<file path="config.mk">
export PLATFORM = sky130hd
export DESIGN_NAME = pipeline_hazard_ctrl_flat
export DESIGN_NICKNAME = d
export VERILOG_FILES = /design/src/rtl/pipeline_hazard_ctrl_if.sv /design/src/rtl/pipeline_hazard_ctrl.sv /design/src/flat_wrapper.sv
export SDC_FILE = /design/constraint.sdc
export NUM_CORES = 1
export LEC_CHECK = 0
export CAP_MARGIN = 0
export CELL_PAD_IN_SITES_DETAIL_PLACEMENT = 1
export CELL_PAD_IN_SITES_GLOBAL_PLACEMENT = 2
export CORE_MARGIN = 2
export CORE_UTILIZATION = 30
export CTS_BUF_LIST = sky130_fd_sc_hd__clkbuf_16
export DETAILED_ROUTE_END_ITERATION = 16
export HOLD_SLACK_MARGIN = 0.03
export PLACE_DENSITY_LB_ADDON = 0.1
export SLEW_MARGIN = 30
export SYNTH_ARGS = -nofsm -noshare
export SYNTH_HDL_FRONTEND = slang
export SYNTH_SLANG_ARGS = --single-unit
</file>
<file path="constraint.sdc">
create_clock -name clk -period 4.95 [get_ports clk]
set_clock_uncertainty 0.05 [all_clocks]
set_input_delay 1.2375 -clock clk [delete_from_list [all_inputs] [get_ports clk]]
set_output_delay 1.2375 -clock clk [all_outputs]
set_load 0.005 [all_outputs]
</file>
<file path="src/rtl/pipeline_hazard_ctrl_if.sv">
// Hazard-controller bus: hazard inputs from the datapath stages, and the
// stall/flush controls plus status returned by the controller.
interface pipeline_hazard_ctrl_if #(
  parameter int unsigned CNT_W = 32
);
  logic             IdEx_MemRead;
  logic [4:0]       IdEx_Rd;
  logic [4:0]       IfId_Rs1;
  logic [4:0]       IfId_Rs2;
  logic             IfId_UsesRs2;
  logic             Branch_Taken;
  logic             ExMem_MemRead;
  logic             ExMem_MemWrite;
  logic             Dmem_Ready;
  logic             PC_Write;
  logic             IfId_Write;
  logic             IfId_Flush;
  logic             IdEx_Write;
  logic             IdEx_Flush;
  logic             ExMem_Write;
  logic             MemWb_Flush;
  logic [CNT_W-1:0] Stall_Cnt;
  logic [CNT_W-1:0] Flush_Cnt;
  logic             Mem_Timeout;

  modport master (
    output IdEx_MemRead, IdEx_Rd, IfId_Rs1, IfId_Rs2, IfId_UsesRs2,
           Branch_Taken, ExMem_MemRead, ExMem_MemWrite, Dmem_Ready,
    input  PC_Write, IfId_Write, IfId_Flush, IdEx_Write, IdEx_Flush,
           ExMem_Write, MemWb_Flush, Stall_Cnt, Flush_Cnt, Mem_Timeout
  );

  modport slave (
    input  IdEx_MemRead, IdEx_Rd, IfId_Rs1, IfId_Rs2, IfId_UsesRs2,
           Branch_Taken, ExMem_MemRead, ExMem_MemWrite, Dmem_Ready,
    output PC_Write, IfId_Write, IfId_Flush, IdEx_Write, IdEx_Flush,
           ExMem_Write, MemWb_Flush, Stall_Cnt, Flush_Cnt, Mem_Timeout
  );
endinterface

</file>
<file path="src/rtl/pipeline_hazard_ctrl.sv">
// Stall/flush controller for the 5-stage pipeline: memory waits, branch
// redirects and load-use bubbles, with saturating perf counters and timeout flag.
module pipeline_hazard_ctrl #(
  parameter int unsigned CNT_W       = 32,
  parameter int unsigned MEM_TIMEOUT = 16
) (
  input logic                   clk,
  input logic                   reset,
  pipeline_hazard_ctrl_if.slave bus
);
  localparam int unsigned WC_W = $clog2(MEM_TIMEOUT + 1);

  typedef enum logic {RUN, MEM_WAIT} state_t;

  state_t           state, state_next;
  logic [WC_W-1:0]  wc, wc_next;
  logic [CNT_W-1:0] stall_cnt, flush_cnt;
  logic             timeout, timeout_set;
  logic             mem_stall, load_use, br_flush;
  logic             pc_write, ifid_write, ifid_flush, idex_write, idex_flush;
  logic             exmem_write, memwb_flush;

  assign mem_stall = (bus.ExMem_MemRead | bus.ExMem_MemWrite) & ~bus.Dmem_Ready;
  assign load_use  = bus.IdEx_MemRead & (bus.IdEx_Rd != 5'd0) &
                     ((bus.IdEx_Rd == bus.IfId_Rs1) |
                      (bus.IfId_UsesRs2 & (bus.IdEx_Rd == bus.IfId_Rs2)));

  // Next state, wait counter and same-cycle pipeline controls
  always_comb begin
    state_next  = state;
    wc_next     = wc;
    timeout_set = 1'b0;
    br_flush    = 1'b0;
    pc_write    = 1'b1;
    ifid_write  = 1'b1;
    ifid_flush  = 1'b0;
    idex_write  = 1'b1;
    idex_flush  = 1'b0;
    exmem_write = 1'b1;
    memwb_flush = 1'b0;

    if (mem_stall) begin
      state_next = MEM_WAIT;
      if (state == RUN)                     wc_next = WC_W'(1);
      else if (wc != WC_W'(MEM_TIMEOUT))    wc_next = wc + WC_W'(1);
      timeout_set = (wc_next == WC_W'(MEM_TIMEOUT));
      pc_write    = 1'b0;
      ifid_write  = 1'b0;
      idex_write  = 1'b0;
      exmem_write = 1'b0;
      memwb_flush = 1'b1;
    end else begin
      state_next = RUN;
      wc_next    = '0;
      if (bus.Branch_Taken) begin
        br_flush   = 1'b1;
        ifid_flush = 1'b1;
        idex_flush = 1'b1;
      end else if (load_use) begin
        pc_write   = 1'b0;
        ifid_write = 1'b0;
        idex_flush = 1'b1;
      end
    end

    // Reset freezes every stage and clears in-flight control bits
    if (reset) begin
      br_flush    = 1'b0;
      pc_write    = 1'b0;
      ifid_write  = 1'b0;
      ifid_flush  = 1'b1;
      idex_write  = 1'b0;
      idex_flush  = 1'b1;
      exmem_write = 1'b0;
      memwb_flush = 1'b1;
    end
  end

  always_ff @(posedge clk or posedge reset) begin
    if (reset) begin
      state   <= RUN;
      wc      <= '0;
      timeout <= 1'b0;
    end else begin
      state <= state_next;
      wc    <= wc_next;
      if (timeout_set) timeout <= 1'b1;
    end
  end

  // Saturating performance counters
  always_ff @(posedge clk or posedge reset) begin
    if (reset) begin
      stall_cnt <= '0;
      flush_cnt <= '0;
    end else begin
      if (!pc_write && (stall_cnt != '1)) stall_cnt <= stall_cnt + CNT_W'(1);
      if (br_flush && (flush_cnt != '1))  flush_cnt <= flush_cnt + CNT_W'(1);
    end
  end

  assign bus.PC_Write    = pc_write;
  assign bus.IfId_Write  = ifid_write;
  assign bus.IfId_Flush  = ifid_flush;
  assign bus.IdEx_Write  = idex_write;
  assign bus.IdEx_Flush  = idex_flush;
  assign bus.ExMem_Write = exmem_write;
  assign bus.MemWb_Flush = memwb_flush;
  assign bus.Stall_Cnt   = stall_cnt;
  assign bus.Flush_Cnt   = flush_cnt;
  assign bus.Mem_Timeout = timeout;
endmodule
</file>
<file path="src/flat_wrapper.sv">
// flat-port wrapper written by rule: the top's interface ports become plain ports
module pipeline_hazard_ctrl_flat 
#(
  parameter int unsigned CNT_W       = 32,
  parameter int unsigned MEM_TIMEOUT = 16
)
  (clk, reset, bus_IdEx_MemRead, bus_IdEx_Rd, bus_IfId_Rs1, bus_IfId_Rs2, bus_IfId_UsesRs2, bus_Branch_Taken, bus_ExMem_MemRead, bus_ExMem_MemWrite, bus_Dmem_Ready, bus_PC_Write, bus_IfId_Write, bus_IfId_Flush, bus_IdEx_Write, bus_IdEx_Flush, bus_ExMem_Write, bus_MemWb_Flush, bus_Stall_Cnt, bus_Flush_Cnt, bus_Mem_Timeout);
  pipeline_hazard_ctrl_if #(.CNT_W(CNT_W)) bus_i ();
  input logic clk;
  input logic reset;
  input wire logic [$bits(bus_i.IdEx_MemRead)-1:0] bus_IdEx_MemRead;
  input wire logic [$bits(bus_i.IdEx_Rd)-1:0] bus_IdEx_Rd;
  input wire logic [$bits(bus_i.IfId_Rs1)-1:0] bus_IfId_Rs1;
  input wire logic [$bits(bus_i.IfId_Rs2)-1:0] bus_IfId_Rs2;
  input wire logic [$bits(bus_i.IfId_UsesRs2)-1:0] bus_IfId_UsesRs2;
  input wire logic [$bits(bus_i.Branch_Taken)-1:0] bus_Branch_Taken;
  input wire logic [$bits(bus_i.ExMem_MemRead)-1:0] bus_ExMem_MemRead;
  input wire logic [$bits(bus_i.ExMem_MemWrite)-1:0] bus_ExMem_MemWrite;
  input wire logic [$bits(bus_i.Dmem_Ready)-1:0] bus_Dmem_Ready;
  output wire logic [$bits(bus_i.PC_Write)-1:0] bus_PC_Write;
  output wire logic [$bits(bus_i.IfId_Write)-1:0] bus_IfId_Write;
  output wire logic [$bits(bus_i.IfId_Flush)-1:0] bus_IfId_Flush;
  output wire logic [$bits(bus_i.IdEx_Write)-1:0] bus_IdEx_Write;
  output wire logic [$bits(bus_i.IdEx_Flush)-1:0] bus_IdEx_Flush;
  output wire logic [$bits(bus_i.ExMem_Write)-1:0] bus_ExMem_Write;
  output wire logic [$bits(bus_i.MemWb_Flush)-1:0] bus_MemWb_Flush;
  output wire logic [$bits(bus_i.Stall_Cnt)-1:0] bus_Stall_Cnt;
  output wire logic [$bits(bus_i.Flush_Cnt)-1:0] bus_Flush_Cnt;
  output wire logic [$bits(bus_i.Mem_Timeout)-1:0] bus_Mem_Timeout;
  assign bus_i.IdEx_MemRead = bus_IdEx_MemRead;
  assign bus_i.IdEx_Rd = bus_IdEx_Rd;
  assign bus_i.IfId_Rs1 = bus_IfId_Rs1;
  assign bus_i.IfId_Rs2 = bus_IfId_Rs2;
  assign bus_i.IfId_UsesRs2 = bus_IfId_UsesRs2;
  assign bus_i.Branch_Taken = bus_Branch_Taken;
  assign bus_i.ExMem_MemRead = bus_ExMem_MemRead;
  assign bus_i.ExMem_MemWrite = bus_ExMem_MemWrite;
  assign bus_i.Dmem_Ready = bus_Dmem_Ready;
  assign bus_PC_Write = bus_i.PC_Write;
  assign bus_IfId_Write = bus_i.IfId_Write;
  assign bus_IfId_Flush = bus_i.IfId_Flush;
  assign bus_IdEx_Write = bus_i.IdEx_Write;
  assign bus_IdEx_Flush = bus_i.IdEx_Flush;
  assign bus_ExMem_Write = bus_i.ExMem_Write;
  assign bus_MemWb_Flush = bus_i.MemWb_Flush;
  assign bus_Stall_Cnt = bus_i.Stall_Cnt;
  assign bus_Flush_Cnt = bus_i.Flush_Cnt;
  assign bus_Mem_Timeout = bus_i.Mem_Timeout;
  pipeline_hazard_ctrl #(.CNT_W(CNT_W), .MEM_TIMEOUT(MEM_TIMEOUT)) u_core (.clk(clk), .reset(reset), .bus(bus_i));
endmodule
</file>
### Yosys cells after proc, flatten, opt, wreduce, memory -nomap -nowiden

Cells that the tools add are included.
W data, S select, Z words.

* $add $sub $neg: 3
* multiply operators: 0
* divide/modulo/power cells: 0
* $lt $le $gt $ge: 0
* equal/unequal tests: 6
* shifts and indexed selects: 0
* muxes and demuxes: 21
* bitwise logic cells: 7
* reduce and logical (&&, ||, !) cells: 4

Operators with widths (count)
* $add A32 B1 Y32 const B: 2
* $ne A32 B32 Y1 const B: 2
* $mux W5: 4
* $mux W1: 17
* $eq A5 B5 Y1: 2
* $add A5 B1 Y5 const B: 1
* $eq A5 B5 Y1 const B: 1
* $ne A5 B5 Y1 const B: 1
* $reduce_bool A5 Y1: 1
* $and A1 B1 Y1: 4
* $logic_and A1 B1 Y1: 2
* $or A1 B1 Y1: 2
* $logic_not A1 Y1: 1
* $not A1 Y1: 1

* register bits after elaboration: 71
* bits in latches: 0
* memory bits (writable): 0
* bits in read-only memories: 0
* memories kept: 0

### Longest topological paths before layout

Gate-level depths: netlist of the first run.

* word-level depth: 10
* mapped depth: 9

### Worst setup path before layout of the first run

Ideal clock, no wire load.

* path kind: input to output
* start point: input port reset
* end point: output port bus_IdEx_Flush
* arrival time: 3212 ps
* required time: 3663 ps
* setup slack: 451 ps
* cell stages on the path: 2
* path buffers: 0
* path through: inv_1 o311ai_0

* word-level cells in the longest chain between the ends: 1

Ends and longest elaborated chain
* start: declaration: line flat_wrapper.sv:10 `input logic reset;`
* $mux W1: line pipeline_hazard_ctrl.sv:67 `if (reset) begin`
* end: declaration: line flat_wrapper.sv:24 `output wire logic [$bits(bus_i.IdEx_Flush)-1:0] bus_IdEx_Flush;`

No other way between the ends.

### Worst setup path after layout of the first run

* start point: input port bus_IdEx_Rd[3]
* end point: output port bus_IfId_Write

* word-level cells in the longest chain between the ends: 8
* elaborated cells between the ends (all ways): 11

Ends and longest elaborated chain
* start: declaration: line flat_wrapper.sv:12 `input wire logic [$bits(bus_i.IdEx_Rd)-1:0] bus_IdEx_Rd;`
* $eq A5 B5 Y1: line pipeline_hazard_ctrl.sv:26 `(bus.IfId_UsesRs2 & (bus.IdEx_Rd == bus.IfId_Rs2)));`
* $and A1 B1 Y1: line pipeline_hazard_ctrl.sv:26
* $or A1 B1 Y1: line pipeline_hazard_ctrl.sv:25 `((bus.IdEx_Rd == bus.IfId_Rs1) |`
* $and A1 B1 Y1 (*): line pipeline_hazard_ctrl.sv:24 `assign load_use = bus.IdEx_MemRead & (bus.IdEx_Rd != 5'd0) &`
* $mux W1 (*): line pipeline_hazard_ctrl.sv:59 `end else if (load_use) begin`
* $mux W1 (*): line pipeline_hazard_ctrl.sv:55 `if (bus.Branch_Taken) begin`
* $mux W1 (*): line pipeline_hazard_ctrl.sv:42 `if (mem_stall) begin`
* $mux W1 (*): line pipeline_hazard_ctrl.sv:67
* end: declaration: line flat_wrapper.sv:21 `output wire logic [$bits(bus_i.IfId_Write)-1:0] bus_IfId_Write;`

Every way passes the cells marked *; elsewhere a longest branch is shown, timed or not.

==> results of run 1 <==
## final timing paths
| path | start | end | depth (start not counted) |
|---|---|---|---|
| min in group asynchronous | reset | u_core.bus.Flush_Cnt[9] | 3 |
| setup reg to reg | u_core.bus.Flush_Cnt[11] | u_core.bus.Flush_Cnt[1] | 6 |
| max in group asynchronous | reset | u_core.bus.Stall_Cnt[29] | 3 |
| setup / recovery | bus_IdEx_Rd[3] | bus_IfId_Write | 6 |
| hold reg to reg | u_core.bus.Mem_Timeout | u_core.bus.Mem_Timeout | 1 |
| hold / removal | u_core.bus.Mem_Timeout | u_core.bus.Mem_Timeout | 1 |
## metrics by stage
step	util	setup WS [ns]	hold slack [ns]	instances
after global routing	0.428	0.0476	0.445	575
after detailed placement	0.404	0.224	0.411	559
after floorplan	-	0.451	0.413	323
after CTS	0.427	0.217	0.424	575
after global placement	0.404	0.309	0.409	559
final	0.428	0.230	0.414	575
## synthesized netlist by cell type
| library cell | instances |
|---|---|
| dfrtp_1 | 71 |
| xnor2_1 | 61 |
| nand3_1 | 33 |
| nand2_1 | 26 |
| nand4_1 | 24 |
| and3_1 | 15 |
| nor2_1 | 15 |
| xor2_1 | 13 |
| and4_1 | 8 |
| nor3_1 | 7 |
| inv_1 | 6 |
| and2_1 | 4 |
| ha_1 | 4 |
| o21ai_0 | 4 |
| buf_4 | 3 |
| a21oi_1 | 2 |
| a21oi_2 | 2 |
| a31oi_1 | 2 |
| and4_4 | 2 |
| buf_6 | 2 |
| mux2_2 | 2 |
| nor4_1 | 2 |
| o21a_1 | 2 |
| a31o_2 | 1 |
| a41oi_1 | 1 |
| nand4_2 | 1 |
| nand4_4 | 1 |
| nor2_4 | 1 |
| nor3_4 | 1 |
| nor3b_1 | 1 |
| nor4bb_1 | 1 |
| o21bai_1 | 1 |
| o22ai_2 | 1 |
| o311ai_0 | 1 |
| or3_1 | 1 |
| or4_1 | 1 |
## report_power, final
group	switching [mW]	internal, mW	total [mW]
logic	0.103	0.161	0.264
registers	0.0722	0.630	0.702
clock network	0.247	0.334	0.581
## metal layers
metal  vias up  wire [µm]  global-route usage
met1      1421       4130               0.207
met2        78       4180               0.228
met5         -          0                   0
met4         0        109              0.0488
li1       1355          -                   -
met3         8        477              0.0389
## sequential cells by signal, summed over array words and instances, names as in the netlist
signal	count
u_core.bus.Flush_Cnt	32
u_core.bus.Mem_Timeout	1
u_core.wc	5
u_core.state	1
u_core.bus.Stall_Cnt	32
## worst max-delay path, stage by stage
cell and delay (ns):
clkdlybuf4s50_1 0.47, or4_1 0.53, o21ai_0 0.43, nor3_1 0.11, nor2_1 0.14, clkdlybuf4s50_1 0.52
## kinds of logic (layout without fill, tap and decap cells)
kind of cell / after synthesis / count (layout) / synth area share
buffers and inverters: 11 / 120 / 0.0193
and+or+nand+nor: 144 / 144 / 0.234
AOI/OAI and AO/OA: 17 / 17 / 0.0346
muxes: 2 / 2 / 0.00642
adders and majority gates: 4 / 4 / 0.0143
xor gates and xnor gates: 74 / 74 / 0.185
DFF: 71 / 71 / 0.507
## cells in the final DEF, fill, tap and decap left out, drive strengths merged, types with 2 or more instances in the layout
cell type,instances
a21oi,4
clkdlybuf4s50,94
nor3,8
clkbuf,9
nand3,33
and2,4
a31oi,2
and4,10
xor2,13
xnor2,61
nand4,26
clkinv,6
inv,6
dfrtp,71
nor4,2
buf,4
mux2,2
nand2,26
o21ai,4
nor2,16
ha,4
o21a,2
and3,15
## cell type report
class / count / area (µm²) / share of cell area
clock buffer: 9 / 225 / 0.0461
clock inverter: 7 / 40.0 / 0.00820
inverter: 6 / 22.5 / 0.00461
multi-input combinational: 241 / 1670 / 0.342
sequential: 71 / 1780 / 0.364
tap: 143 / 179 / 0.0366
timing repair buffer: 98 / 971 / 0.199
==> results.md, run 1 <==
* Setup-failing EPs final at 0
* Number of global-route vias before repair at 2958
* DRC violations left at 0
* TritonRoute pass-1 iters at 4
* Post-Syn Area at 3510 µm²
* Fmax achieved at 212 MHz
* Min-delay worst type: flip-flop to flip-flop
* Crit Path Class: input pin to output port
* PortBufs at 94
* CTS Buf Count at 9
* Post-Synthesis Cells at 323
* Initial antenna violation count at 0
* Slew headroom at 0.401
* Cts repair resizes at 0
* Cell Area, Placed at 4610 µm²
* Rows at 39
* IO Pins at 95
* Net Count, Synth at 350
* Synth cell types at 36
* Synth area leaders: dfrtp_1, xnor2_1, nand3_1, nand4_1, xor2_1
* Setup TNS at 0 ns
* Outcome: complete, no violations
* Synth area leader: dfrtp_1
* CTS H-tree lvls at 3
* Via density at 4.98
* Reg clk slew, reported paths at 0.05 ns
* Routed WL at 8.89 mm
* Final net count at 454
* #FFs+latches synth at 71
* WL/cell at 15.5 µm
* Core Area at 11400 µm²
* Overall die area at 12600 µm²
* Effective utilization at floorplan at 0.307
* Fillers at 1287
* Clock tree buffer depth at 2
* DR vias at 2862
* CTS tree: built
* LEAKAGE at 1.97 nW
* Fin. max-slew vios at 0
* RSZ-0062 raised after global routing: false
* Area Overhead vs Synth at 39.2%
* Max cap viols at 0
* Die W at 112 µm
* Largest net degree at the start of global routing at 53
* Overall Global Routing Usage at 0.149
* Avg Cell Area, Syn at 10.9 µm²
* Worst setup EP type: output port
* Iter 0 DRT Violations at 72
* Crit share post-route at 0.953
* HPWL after DPL at 6.55 mm
* Cell area power density at 317 nW/µm²
* Critical Path RT at 3.66 ns
* Power, Total at 1.55 mW
* Reg-to-reg slack, setup at 2.33 ns
* Die Span Y at 112 µm
* Arr. time, crit path at 3.43 ns
* Startpoint Class: input pin
* Final hold violations at 0
* Root Buffer: clkbuf_16
* Synth top area share at 0.507
* Clock insertion delay at the later pin of the skew report at 0.33 ns
* CP max FO at 4
* Peak VDD IR at 0.000209 V
* Seq/Total Area, Yosys at 0.507
* Fin crit period at 4.72 ns
* Final antenna-violating net count at 0
* Layout cells sized above 1 at 0.0764
* Worst-margin pin slew at 0.898 ns
* # Post-CTS Setup Buffers at 0
* Final instance area at 4880 µm²
* Total gr overflow at 0
* N_diodes at 0
* First-pass GRT wire length at 15.0 mm
* Synth warnings at 0
* CTS Hold Bufs at 0
* Final Wtd Congestion at 0.832
* CTS Sinks at 71
No activity file was read; power rests on OpenSTA's default activity.
==> run 2: changes to the inputs <==
--- a/config.mk
+++ b/config.mk
@@ -14,6 +14,7 @@
 export DETAILED_ROUTE_END_ITERATION = 16
 export HOLD_SLACK_MARGIN = 0.03
 export PLACE_DENSITY_LB_ADDON = 0.1
+export SETUP_SLACK_MARGIN = 0.4
 export SLEW_MARGIN = 30
 export SYNTH_ARGS = -nofsm -noshare
 export SYNTH_HDL_FRONTEND = slang
==> run 2 against run 1 <==
Sequential share of layout area down 0.30 points. Design area grew 0.82%. Combinational power about the same. Setup slack improved by 0.31 ns. Sequential power barely moved. Routed wire length decreased by 0.24%. Global-route usage about the same. Via count about the same. Cell count is 0.17% higher. Core utilization is 0.35 points higher. First-iteration DRC count shrank 21%.
==> results.md, run 2 (same netlist as run 1, synthesis figures left out) <==
* Most frequent cells in the layout: clkdlybuf4s50_1, dfrtp_1, xnor2_1, nand3_1, nand2_1
* Placed cells at 559 (unchanged)
* Max cap viols at 0 (unchanged)
* Largest net degree at the start of global routing at 53 (unchanged)
* Fin crit period at 4.41 ns (-0.309 ns)
* Final hold violations at 0 (unchanged)
* Critical Path RT at 3.66 ns (about the same)
* Clock insertion delay at the later pin of the skew report at 0.33 ns (about the same)
* Combined area of the multi-input logic cells at 1690 µm² (+1.4%)
* LEAKAGE at 2.01 nW (+2.4%)
* Worst-margin pin slew at 0.898 ns (unchanged)
* Die W at 112 µm (unchanged)
* Rows at 39 (unchanged)
* TritonRoute pass-1 iters at 4 (unchanged)
* Slew headroom at 0.401 (unchanged)
* Setup-failing EPs final at 0 (unchanged)
* Register area at 1780 µm² (unchanged)
* Commonest non-fill, non-tap cell in the layout: clkdlybuf4s50_1
* Fmax achieved at 227 MHz (+7.0%)
* Layout cells sized above 1 at 0.0878 (+0.0114)
* Final net count at 455 (+0.22%)
* Total gr overflow at 0 (unchanged)
* Number of global-route vias before repair at 2961 (+0.10%)
* Reg clk slew, reported paths at 0.05 ns (about the same)
* PortBufs at 94 (unchanged)
* First-pass GRT wire length at 15.0 mm (about the same)
* Iter 0 DRT Violations at 57 (-21%)
* Fin. max-slew vios at 0 (unchanged)
* Crit share post-route at 0.891 (-0.0624)
* CP max FO at 4 (unchanged)
* Arr. time, crit path at 3.12 ns (-0.31 ns)
* Worst setup EP type: output port
* Initial antenna violation count at 0 (unchanged)
* Die Span Y at 112 µm (unchanged)
* Effective utilization at floorplan at 0.307 (unchanged)
* Non-filler instance count after layout at 576 (+0.17%)
* Outcome: complete, no violations
* Final Wtd Congestion at 0.832 (unchanged)
* WL/cell at 15.4 µm (-0.41%)
* Crit Path Class: input pin to output port
* Fillers at 1283 (-0.31%)
* HPWL after DPL at 6.55 mm (unchanged)
* Min-delay worst type: flip-flop to flip-flop
* Overall die area at 12600 µm² (unchanged)
* Area Overhead vs Synth at 40.4%
* CTS Buf Count at 9 (unchanged)
* Setup TNS at 0 ns (unchanged)
* RSZ-0062 raised after global routing: false
* Core Area at 11400 µm² (unchanged)
* Via density at 4.97 (-0.21%)
* N_diodes at 0 (unchanged)
* Root Buffer: clkbuf_16
* Startpoint Class: input pin
* DRC violations left at 0 (unchanged)
* DR vias at 2861 (-0.035%)
* CTS H-tree lvls at 3 (unchanged)
* Final antenna-violating net count at 0 (unchanged)
* CTS Hold Bufs at 0 (unchanged)
* CTS tree: built
* Peak VDD IR at 0.000209 V (+0.23%)
* CTS Sinks at 71 (unchanged)
* IO Pins at 95 (unchanged)
* Clock tree buffer depth at 2 (unchanged)
* Routed WL at 8.87 mm (-0.24%)
* Reg-to-reg slack, setup at 2.33 ns (about the same)
* Cell area power density at 315 nW/µm² (-0.66%)
* Overall Global Routing Usage at 0.149 (about the same)
[run 2: cell types whose count changed in the layout (fill, tap and decap cells not counted), sizes merged]
cell           before  now
clkdlybuf4s50      94   89
dlymetal6s2s        0    4
buf                 4    5
dlygate4sd2         0    1
[run 2: repair_timing]
item,4_1_cts,5_1_grt
setup endpoints to repair,3,2
pin swaps,1,2
resized for setup,3,8
buffers inserted,0,1
[run 2: routing by layer]
layer / up-vias / GRT usage / routed length (µm)
li1: 1356 / - / -
met1: 1429 / 0.207 / 4170
met2: 68 / 0.228 / 4160
met3: 8 / 0.0389 / 430
met4: 0 / 0.0488 / 104
met5: - / 0 / 0
[run 2: worst paths after layout]
kind                                               start                  endpoint  depth (start not counted)
worst max-delay path                      bus_IdEx_Rd[2]            bus_IfId_Write                          6
worst min-delay path              u_core.bus.Mem_Timeout    u_core.bus.Mem_Timeout                          1
worst max register to register  u_core.bus.Flush_Cnt[11]   u_core.bus.Flush_Cnt[1]                          6
worst min register to register    u_core.bus.Mem_Timeout    u_core.bus.Mem_Timeout                          1
max in group asynchronous                          reset  u_core.bus.Flush_Cnt[15]                          3
min in group asynchronous                          reset   u_core.bus.Flush_Cnt[9]                          3
[run 2: worst max-delay path, cell delays in order]
cell and delay [ns]:
clkdlybuf4s50_1 0.46, or4_4 0.52, o21ai_4 0.20, nor3_2 0.06, nor2_1 0.13, clkdlybuf4s50_1 0.52
[run 2: cell type report]
class / instances / share of cell area
clock buffers: 9 / 0.0457
inverters: 6 / 0.00457
flip-flops and latches: 71 / 0.361
well taps: 143 / 0.0363
clock inverters: 7 / 0.00813
repair buffers: 99 / 0.201
multi-input cells: 241 / 0.344
[run 2: report_power, final]
part           internal (mW)  switching, mW
clock network          0.334          0.247
registers              0.630         0.0722
logic                  0.161          0.104
total                   1.13          0.424
[run 2: per-stage QoR]
stage	total power, mW	hold WS (ns)	worst slack [ns]	area, µm²	utilization
floorplan	0.823	0.413	0.451	3510	-
global placement	0.977	0.409	0.309	4610	0.404
detailed placement	0.981	0.411	0.224	4610	0.404
CTS	1.58	0.424	0.397	4880	0.427
global route	1.64	0.445	0.423	4920	0.431
finish	1.55	0.414	0.540	4920	0.431
==> run 3: changes to the inputs <==
--- a/config.mk
+++ b/config.mk
@@ -5,7 +5,7 @@
 export SDC_FILE = /design/constraint.sdc
 export NUM_CORES = 1
 export LEC_CHECK = 0
-export CAP_MARGIN = 0
+export CAP_MARGIN = 20
 export CELL_PAD_IN_SITES_DETAIL_PLACEMENT = 1
 export CELL_PAD_IN_SITES_GLOBAL_PLACEMENT = 2
 export CORE_MARGIN = 2
==> constraint.sdc (replaced) <==
create_clock -name clk -period 4.4 [get_ports clk]
set_clock_uncertainty 0.05 [all_clocks]
set_input_delay 1.1 -clock clk [delete_from_list [all_inputs] [get_ports clk]]
set_output_delay 1.1 -clock clk [all_outputs]
set_load 0.005 [all_outputs]
==> run 3 against run 2 <==
Sequential power increased by 13%. Design area increased by 0.41%. Hold slack improved by 0.024 ns. Global-route usage increased by 0.78 points. Cell count increased by 0.69%. Total power increased by 11%. Non-clock buffer count increased by 6. Critical path type unchanged. Largest cell class unchanged.
==> results.md, run 3 (same netlist as run 1, synthesis figures left out) <==
* Outcome: complete, no violations
* Fin crit period at 3.89 ns
* Core Area at 11400 µm² (unchanged)
* Worst R2R End: u_core.bus.Stall_Cnt[26]
* Slew headroom at 0.516 (+0.114)
* Register area at 1780 µm² (unchanged)
* Iter 0 DRT Violations at 89 (+56%)
* R2R depth at 8 (+2)
* CP cell instances: clkdlybuf4s50_1, xor2_1, nor4_2, a31oi_1, buf_4, buf_4, o311ai_2, buf_2
* Die W at 112 µm (unchanged)
* Placed cells at 561 (+0.36%)
* Fin. max-slew vios at 0 (unchanged)
* Initial antenna violation count at 0 (unchanged)
* Reg clk slew, reported paths at 0.05 ns (about the same)
* Setup TNS at 0 ns (unchanged)
* Crit-path slowest cell: clkdlybuf4s50_1
* Max cap viols at 0 (unchanged)
* Rows at 39 (unchanged)
* Final antenna-violating net count at 0 (unchanged)
* Overall Global Routing Usage at 0.157 (+0.00784)
* Worst Setup SP: bus_IfId_Rs2[0]
* Clock insertion delay at the later pin of the skew report at 0.34 ns (about the same)
* Non-filler instance count after layout at 580 (+0.69%)
* Hold Startpoint: u_core.bus.Stall_Cnt[19]
* CTS Hold Bufs at 0 (unchanged)
* Fmax achieved at 257 MHz
* Routed WL at 9.30 mm (+4.8%)
* Min-delay worst type: flip-flop to flip-flop
* DRC violations left at 0 (unchanged)
* Cell area power density at 348 nW/µm² (+11%)
* Crit share post-route at 0.884
* Worst-margin pin slew at 0.724 ns (-0.174 ns)
* Total gr overflow at 0 (unchanged)
* RR Startpoint: u_core.bus.Stall_Cnt[0]
* Fillers at 1287 (+0.31%)
* IO Pins at 95 (unchanged)
* Crit Path Class: input pin to output port
* Via density at 4.88 (-1.7%)
* Critical Path RT at 3.25 ns (-0.41 ns)
* CTS tree: built
* Final Wtd Congestion at 0.831 (about the same)
* RSZ-0062 raised after global routing: false
* Number of global-route vias before repair at 2967 (+0.20%)
* Layout cells sized above 1 at 0.101 (+0.0129)
* Final hold violations at 0 (unchanged)
* Combined area of the multi-input logic cells at 1700 µm² (+0.67%)
* WL/cell at 16.0 µm (+4.1%)
* Power, Total at 1.72 mW (+11%)
* Final instance area at 4940 µm² (+0.41%)
* CTS Buf Count at 9 (unchanged)
* Largest net degree at the start of global routing at 71 (+34%)
* Peak VDD IR at 0.000259 V (+24%)
* Startpoint Class: input pin
* Area Overhead vs Synth at 41.0%
* Hold Slack at 0.438 ns (+0.0240 ns)
* DR vias at 2833 (-0.98%)
* Slowest Stage Delay on Critical Path at 0.41 ns (-0.11 ns)
* LEAKAGE at 2.02 nW (+0.37%)
* Clock tree buffer depth at 2 (unchanged)
* N_diodes at 0 (unchanged)
* Setup-failing EPs final at 0 (unchanged)
* Cell Area, Placed at 4630 µm² (+0.41%)
* CTS H-tree lvls at 3 (unchanged)
* Most frequent CP cell: buf_4
* CP max FO at 2 (-2)
* Crit path to: bus_IdEx_Flush
* Most frequent cells in the layout: clkdlybuf4s50_1, dfrtp_1, xnor2_1, nand3_1, nand2_1
* Arr. time, crit path at 2.74 ns (-0.38 ns)
* PortBufs at 94 (unchanged)
* Effective utilization at floorplan at 0.307 (unchanged)
* HPWL after DPL at 6.57 mm (+0.26%)
* Worst setup EP type: output port
* CTS Sinks at 71 (unchanged)
* Overall die area at 12600 µm² (unchanged)
* Die Span Y at 112 µm (unchanged)
* First-pass GRT wire length at 15.7 mm (+4.7%)
* Commonest non-fill, non-tap cell in the layout: clkdlybuf4s50_1
* Final net count at 461 (+1.3%)
* Reg-to-reg slack, setup at 2.14 ns (-0.19 ns)
* TritonRoute pass-1 iters at 4 (unchanged)
* Root Buffer: clkbuf_16
-- run 3: cell types whose count changed in the layout (fill, tap and decap cells not counted), sizes merged --
| cell | previous run | this run |
|---|---|---|
| dlygate4sd2 | 1 | 6 |
| buf | 5 | 12 |
| clkbuf | 9 | 10 |
| dlymetal6s2s | 4 | 1 |
| inv | 6 | 7 |
| clkdlybuf4s50 | 89 | 85 |
| clkinv | 6 | 3 |
-- run 3: worst min-delay path by stage --
stage,cells past startpoint,end
3_3_place_gp,1,u_core.bus.Mem_Timeout
2_1_floorplan,1,u_core.wc[0]
5_1_grt,1,u_core.bus.Flush_Cnt[9]
3_5_place_dp,1,u_core.bus.Flush_Cnt[9]
4_1_cts,1,u_core.bus.Flush_Cnt[9]
6_report,1,u_core.bus.Stall_Cnt[19]
-- run 3: timing repair --
item                       in CTS  in global routing
buffers inserted                3                  2
cloned                          0                  0
pin swaps                       4                  5
gates resized for setup        15                  8
setup endpoints to repair       5                  3
-- run 3: final cells by class --
type / instances / area share
clock inverter: 5 / 0.00405
inverter: 6 / 0.00532
tap: 143 / 0.0362
clock buffer: 9 / 0.0456
sequential: 71 / 0.359
timing repair buffer: 105 / 0.205
multi-input combinational: 241 / 0.345
-- run 3: worst max-delay path: cells and delay by family --
| kind | cells | cell delay [ns] |
|---|---|---|
| buffers and inverters | 4 | 0.84 |
| AOI/OAI and AO/OA | 2 | 0.33 |
| and+or+nand+nor | 1 | 0.29 |
| xor gates and xnor gates | 1 | 0.16 |
-- run 3: routing by layer --
metal / track usage / wire length, µm / vias up / share of wire
li1: - / - / 1361 / -
met1: 0.218 / 4480 / 1388 / 0.48
met2: 0.234 / 4250 / 71 / 0.46
met3: 0.0356 / 396 / 13 / 0.043
met4: 0.0683 / 168 / 0 / 0.018
met5: 0 / 0 / - / 0
-- run 3: where the power goes --
| group | internal, mW | switching (mW) |
|---|---|---|
| Combinational | 0.183 | 0.119 |
| Clock | 0.366 | 0.264 |
| Sequential | 0.709 | 0.0814 |
-- run 3: stage by stage --
stage          setup slack [ns]  utilization
4_1_cts                   0.243        0.430
5_1_grt                   0.416        0.433
2_1_floorplan             0.805            -
6_report                  0.511        0.433
3_5_place_dp             0.0117        0.406
3_3_place_gp              0.102        0.406
